--- config.mk ---
export PLATFORM = sky130hd
export DESIGN_NAME = levinson_ke_step
export DESIGN_NICKNAME = d
export VERILOG_FILES = /design/src/rtl/levinson_ke_step.sv
export SDC_FILE = /design/constraint.sdc
export NUM_CORES = 2
export LEC_CHECK = 0
export ABC_AREA = 1
export BUFFER_PORTS_ARGS = -buffer_cell sky130_fd_sc_hd__buf_2
export CELL_PAD_IN_SITES_DETAIL_PLACEMENT = 2
export CELL_PAD_IN_SITES_GLOBAL_PLACEMENT = 2
export CORE_MARGIN = 2
export CORE_UTILIZATION = 44
export DETAILED_ROUTE_END_ITERATION = 6
export PLACE_DENSITY = 0.89
export SYNTH_ARGS = -nofsm -noshare
export SYNTH_HDL_FRONTEND = slang
export SYNTH_SLANG_ARGS = --single-unit
--- constraint.sdc ---
create_clock -name iClock -period 11.9 [get_ports iClock]
set_input_delay 0.595 -clock iClock [delete_from_list [all_inputs] [get_ports iClock]]
set_output_delay 0.595 -clock iClock [all_outputs]
set_load 0.005 [all_outputs]
--- src/rtl/levinson_ke_step.sv ---
// levinson_ke_step: fixed-point Levinson-Durbin reflection step, k = -alpha/E and E' = E*(1-k^2).
// Optional macro LEVINSON_KE_ROUND_EN: round half-up quotient, ksq and E' (one extra divide cycle).
module levinson_ke_step #(
  parameter int DATA_W = 32,
  parameter int FRAC_W = 30,
  parameter int TAG_W  = 5
) (
  input  logic              iClock,
  input  logic              iReset_n,
  input  logic              iValid,
  output logic              oReady,
  input  logic [DATA_W-1:0] iAlpha,
  input  logic [DATA_W-1:0] iError,
  input  logic [TAG_W-1:0]  iTag,
  output logic              oValid,
  input  logic              iReady,
  output logic [DATA_W-1:0] oK,
  output logic [DATA_W-1:0] oError,
  output logic [TAG_W-1:0]  oTag,
  output logic              oSat,
  output logic              oZeroErr
);
`ifdef LEVINSON_KE_ROUND_EN
  localparam int ITER = FRAC_W + 1;
  localparam int RND  = 1;
`else
  localparam int ITER = FRAC_W;
  localparam int RND  = 0;
`endif
  localparam int CW = $clog2(ITER + 1);
  localparam int SW = 2 * FRAC_W + 1;
  localparam int UW = DATA_W + FRAC_W + 1;
  localparam logic [SW-1:0] HALF_SQ = SW'(RND) << (FRAC_W - 1);
  localparam logic [UW-1:0] HALF_UP = UW'(RND) << (FRAC_W - 1);
  typedef enum logic [2:0] {IDLE, DIV, SQ, UPD, DONE} state_t;
  state_t state, state_nx;
  logic [CW-1:0] cnt;
  logic [DATA_W:0] rem, rem_sh, rem_nx;
  logic [ITER-1:0] quo;
  logic [DATA_W-1:0] e_r, alpha_abs, k_r, k_nx, e_new;
  logic [TAG_W-1:0] tag_r;
  logic neg, sat, zero, ge, accept, div_en, sq_en, upd_en;
  logic [FRAC_W-1:0] q_base, q_sel;
  logic [FRAC_W:0] ksq, ksq_nx, one_m;
  logic [SW-1:0] sq_full;
  logic [UW-1:0] upd_full;
  always_ff @(posedge iClock or negedge iReset_n)
    if (!iReset_n) state <= IDLE;
    else state <= state_nx;
  always_comb begin
    state_nx = state;
    unique case (state)
      IDLE: state_nx = iValid ? DIV : IDLE;
      DIV:  state_nx = (cnt == CW'(ITER - 1)) ? SQ : DIV;
      SQ:   state_nx = UPD;
      UPD:  state_nx = DONE;
      DONE: state_nx = iReady ? IDLE : DONE;
      default: state_nx = IDLE;
    endcase
  end
  always_comb begin
    oReady = state == IDLE;
    accept = oReady & iValid;
    div_en = state == DIV;
    sq_en  = state == SQ;
    upd_en = state == UPD;
  end
  always_comb begin
    alpha_abs = iAlpha[DATA_W-1] ? -iAlpha : iAlpha;
    rem_sh    = rem << 1;
    ge        = rem_sh >= {1'b0, e_r};
    rem_nx    = ge ? rem_sh - {1'b0, e_r} : rem_sh;
`ifdef LEVINSON_KE_ROUND_EN
    q_base    = (&quo) ? {FRAC_W{1'b1}} : quo[ITER-1:1] + FRAC_W'(quo[0]);
`else
    q_base    = quo;
`endif
    q_sel     = zero ? '0 : sat ? {FRAC_W{1'b1}} : q_base;
    k_nx      = neg ? DATA_W'(q_sel) : -DATA_W'(q_sel);
    sq_full   = SW'(q_sel) * SW'(q_sel) + HALF_SQ;
    ksq_nx    = (FRAC_W + 1)'(sq_full >> FRAC_W);
    one_m     = {1'b1, {FRAC_W{1'b0}}} - ksq;
    upd_full  = UW'(e_r) * UW'(one_m) + HALF_UP;
    e_new     = DATA_W'(upd_full >> FRAC_W);
  end
  // Output registers only change in UPD, so they hold through DONE and IDLE.
  always_ff @(posedge iClock or negedge iReset_n)
    if (!iReset_n) begin
      cnt <= '0;
      rem <= '0;
      quo <= '0;
      e_r <= '0;
      neg <= 1'b0;
      sat <= 1'b0;
      zero <= 1'b0;
      tag_r <= '0;
      k_r <= '0;
      ksq <= '0;
      oValid <= 1'b0;
      oK <= '0;
      oError <= '0;
      oTag <= '0;
      oSat <= 1'b0;
      oZeroErr <= 1'b0;
    end else begin
      if (accept) begin
        cnt <= '0;
        rem <= {1'b0, alpha_abs};
        quo <= '0;
        e_r <= iError;
        neg <= iAlpha[DATA_W-1];
        sat <= (iError != '0) & (alpha_abs >= iError);
        zero <= iError == '0;
        tag_r <= iTag;
      end
      if (div_en) begin
        cnt <= cnt + 1'b1;
        rem <= rem_nx;
        quo <= (quo << 1) | ITER'(ge);
      end
      if (sq_en) begin
        k_r <= k_nx;
        ksq <= ksq_nx;
      end
      if (upd_en) begin
        oK <= k_r;
        oError <= zero ? '0 : e_new;
        oTag <= tag_r;
        oSat <= sat;
        oZeroErr <= zero;
      end
      oValid <= upd_en | (oValid & ~iReady);
    end
endmodule

==> flow_summary_export.csv, run 1 <==
group,metric,value,unit
clocking,cts_root_buffer,"clkbuf_16",
synthesis,synth_top_area_cell,"fa_1",
die,num_rows,148,
clocking,cts_buffer_depth,3,
synthesis,synth_area,0.0722,sq mm
synthesis,ys.flop_type,"dfrtp_1",
synthesis,yosysWarnings,0,
clocking,htree_levels,2,
clocking,numCtsBuffers,34,
clocking,cts_resized,0,
status,status,"did not finish",
synthesis,yosysSeqAreaShare,0.0846,
place,io_buffers,145,
global_route,grt_pass1_wl,806,mm
status,stop_error,"[ERROR GRT-0116] Global routing finished with congestion. Check the congestion regions in the DRC Viewer.",
synthesis,ys_types,52,
place,gp_congestion,0.986,
die,initial_core_util,0.443,
synthesis,ys_seq_elements,244,
synthesis,synth_fp_nets,11200,
clocking,cts_sinks,244,
status,haltStage,"global routing",
die,die_w,409,um
synthesis,synth_area_leaders,"fa_1, inv_1, ha_1",
die,ios,146,
global_route,grt_overflow,358,
synthesis,syn_area_per_cell,7.99,sq um
synthesis,yosysTopAreaCellShare,0.433,
clocking,ctsHoldBuffers,0,
global_route,grtUsageTotal,0.675,
clocking,post-cts-setup-buffer-count,0,
die,die_h,409,um
global_route,grt_max_degree,118,
synthesis,synth_edf_count,0,
place,dpl.hpwl,326,mm
synthesis,syn_inst,9040,
global_route,grt_pass1_vias,97600,
synthesis,synthArstFlopShare,1.00,
cells in the mapped netlist (24+ instances only):
| master | number |
|---|---|
| a21oi_1 | 235 |
| nand3_1 | 266 |
| a21o_1 | 26 |
| xnor2_1 | 28 |
| clkbuf_1 | 264 |
| xor2_1 | 59 |
| o21ai_0 | 322 |
| nor3_1 | 58 |
| nor2_1 | 1166 |
| dfrtp_1 | 244 |
| inv_1 | 2196 |
| nand2_1 | 1631 |
| o21bai_1 | 27 |
| clkinv_1 | 31 |
| fa_1 | 1560 |
| ha_1 | 560 |
| nor2_2 | 24 |
| nand4_1 | 67 |
| o22ai_1 | 38 |
logic make-up after synthesis:
| logic type | count (synthesis) | share of synthesized area |
|---|---|---|
| AOI/OAI and AO/OA | 741 | 0.0570 |
| xor gates and xnor gates | 87 | 0.0106 |
| adders and majority gates | 2120 | 0.530 |
| buffers and inverters | 2552 | 0.134 |
| DFF | 244 | 0.0846 |
| and+or+nand+nor | 3296 | 0.184 |
per-layer routing:
layer  GRT overflow  track usage
met1              4        0.670
met2            155        0.856
met3             27        0.516
met4            172        0.637
met5              0        0.328
per-stage QoR:
step                      worst slack, ns  cells  area (sq um)  hold slack (ns)  utilization
after detailed placement             1.40  11200         75400            0.460        0.463
after floorplan                      4.26   9040         72200            0.299            -
after CTS                           0.858  11200         76500           0.0909        0.470
after global placement               1.77  11200         75400            0.449        0.463
==> inputs of run 2 (changes only) <==
==> config.mk (replaced) <==
export PLATFORM = sky130hd
export DESIGN_NAME = levinson_ke_step
export DESIGN_NICKNAME = d
export VERILOG_FILES = /design/src/rtl/levinson_ke_step.sv
export SDC_FILE = /design/constraint.sdc
export NUM_CORES = 2
export LEC_CHECK = 0
export ABC_AREA = 1
export BUFFER_PORTS_ARGS = -buffer_cell sky130_fd_sc_hd__buf_2
export CORE_MARGIN = 2
export CORE_UTILIZATION = 30
export DETAILED_ROUTE_END_ITERATION = 6
export PLACE_DENSITY_LB_ADDON = 0.15
export SYNTH_ARGS = -nofsm -noshare
export SYNTH_HDL_FRONTEND = slang
export SYNTH_SLANG_ARGS = --single-unit
==> run 2 against run 1 <==
The flow now finishes, with violations (design-rule violations); synthesized cell count stayed put; area after synthesis did not move.
==> flow_summary_export.csv, run 2 <==
group,metric,value,unit
drt,ant_nets,0,
die,die_h,495,um
setup_path,worst-path-buf-inv,7,
place,dpl.hpwl,233,mm
clocking,cts_sinks,244,
setup_path,critPathMaxFanout,33,
die,num_rows,180,
timing,fin_tns_setup,0,ns
timing,setup_violations,0,
setup_path,cp_data_required_time,12.34,ns
setup_path,arrival,10.44,ns
global_route,grtUsageTotal,0.237,
die,coreArea,0.240,sq mm
setup_path,crit_path_top_delay_cell,"nand2_1",
place,gp_congestion,0.930,
cells_and_area,layout-drive-gt1-share,0.0505,
synthesis,yosysSeqAreaShare,0.0846,
place,pre_cts_ws,2.05,ns
worst_hold_path,min_from,"iTag[1]",
synthesis,ys_types,52,
drt,vias_per_cell,4.82,
clocking,htree_levels,2,
timing,worst_pin_slew,1.25,ns
drt,drcViolationCount,1,
setup_path,end_kind,"register",
synthesis,synth_commonest_cells,"inv_1, nand2_1, fa_1, nor2_1, ha_1",
cells_and_area,multi_input_area,0.0565,sq mm
synthesis,ys_seq_elements,244,
status,violations,"design-rule violations",
drt,wl_per_cell,23.2,um
synthesis,ys.flop_type,"dfrtp_1",
clocking,clk_latency,0.66,ns
setup_path,reg2reg_slack,1.90,ns
drt,vias,59200,
timing,slew_headroom,0.166,
timing,final.setup_skew,0.103,ns
place,io_buffers,145,
synthesis,yosysTopAreaCellShare,0.433,
synthesis,synth_area_leaders,"fa_1, inv_1, ha_1",
setup_path,critPathLaunchType,"register",
timing,maxSlewViolCount,0,
worst_hold_path,min_to,"tag_r[1]",
synthesis,synth_top_area_cell,"fa_1",
setup_path,crit_type,"register to register",
setup_path,crit_family,"adder cells",
clocking,cts_root_buffer,"clkbuf_16",
timing,finalCritPeriodShare,0.840,
synthesis,synth_fp_nets,11200,
synthesis,syn_area_per_cell,7.99,sq um
synthesis,yosysWarnings,0,
setup_path,r2r_cells,38,
cells_and_area,area_growth,8.31,%
setup_path,crit-reg2reg-launch,"ksq[0]",
flow_run,maxCapViolations,0,
drt,drt_iter0_drc,4208,
synthesis,synth_edf_count,0,
drt,totalWireLength,285,mm
drt,drtPass1Iterations,7,
cells_and_area,nFillCells,25900,
synthesis,syn_inst,9040,
setup_path,cp_common_cell,"fa_1",
die,ios,146,
cells_and_area,mostFrequentLayoutCell,"inv_1",
clocking,clk_pin_slew,0.06,ns
global_route,grt_overflow,0,
synthesis,synthArstFlopShare,1.00,
global_route,grt_pass1_vias,64300,
cells_and_area,final_cell_mix,"inv_1, nand2_1, fa_1",
setup_path,reg2reg_to,"oError[12]",
die,initial_core_util,0.301,
global_route,antenna_found_initial,6,
clocking,numCtsBuffers,36,
clocking,cts_buffer_depth,3,
die,dieArea,0.245,sq mm
synthesis,synth_area,0.0722,sq mm
die,die_w,495,um
synthesis,yosysMostFrequentCell,"inv_1",
setup_path,max_stage_delay,1.06,ns
timing,final_hold_viol_count,0,
status,status,"complete, but fails checks",
global_route,grt_max_degree,89,
timing,post-route-min-period,10.0,ns
clocking,cts_tree,"yes",
timing,max_freq,100,MHz
cells_and_area,final_nets,11300,
timing,setup_slack,1.90,ns
worst_hold_path,hold_path_class,"primary input to register",
timing,rsz0062_at_grt,"no",
global_route,grt_pass1_wl,428,mm
worst_hold_path,hold_path_depth,3,
clocking,post-cts-setup-buffer-count,0,
cells_and_area,register_area,0.00611,sq mm
run 2: worst max path at each step:
stage	from	endpoint	slack, ns	depth (start not counted)
6_report	ksq[0]	oError[12]	1.90	38
5_1_grt	ksq[0]	oError[12]	1.26	38
4_1_cts	ksq[0]	oError[6]	1.89	33
3_5_place_dp	ksq[0]	oError[6]	2.05	33
3_3_place_gp	ksq[0]	oError[6]	2.00	33
2_1_floorplan	ksq[2]	oError[12]	4.26	38
run 2: kinds of logic after synthesis:
family,after synthesis,synth area share
and+or+nand+nor,3296,0.184
xor gates and xnor gates,87,0.0106
adders and majority gates,2120,0.530
DFF,244,0.0846
buffers and inverters,2552,0.134
AOI/OAI and AO/OA,741,0.0570
run 2: final cells by class:
| cell class | count | area share |
|---|---|---|
| diodes | 1 | 0.0000320 |
| clock buffers | 48 | 0.0131 |
| clock inverters | 17 | 0.00381 |
| inverters | 2238 | 0.107 |
| multi-input cells | 6244 | 0.722 |
| flip-flops and latches | 244 | 0.0781 |
| well taps | 3185 | 0.0510 |
| repair buffers | 297 | 0.0240 |
run 2: what timing repair did:
item,4_1_cts,5_1_grt
hold buffers,1,0
hold endpoints to repair,75,0
endpoints found under the setup margin,0,0
resized for setup,0,0
run 2: per-stage QoR:
stage | hold slack, ns | instance area (sq um) | utilization | std cells
floorplan | 0.299 | 72200 | - | 9040
global placement | 0.453 | 76900 | 0.320 | 12200
detailed placement | 0.458 | 76900 | 0.320 | 12200
CTS | 0.111 | 78200 | 0.326 | 12300
global route | 0.134 | 78200 | 0.326 | 12300
finish | 0.163 | 78200 | 0.326 | 12300
run 2: per-layer routing:
layer	vias to the layer above	track usage	share of wire
li1	26700	-	-
met1	30500	0.317	0.44
met2	1654	0.401	0.48
met3	319	0.0320	0.056
met4	2	0.0615	0.029
met5	-	0	0.000039
run 2: worst register-to-register path: cells and delay by family, from the launching register on:
kind	cells	cell delay, ns
adder cells (fa/ha/maj)	9	4.47
AND/OR/NAND/NOR	21	4.22
buffers and inverters	7	0.69
flip-flops	1	0.35
AO/OA/AOI/OAI	1	0.08
Power of run 2 is not shown: default switching activity piles up to over one toggle a cycle in this logic, so the estimate is an artifact.
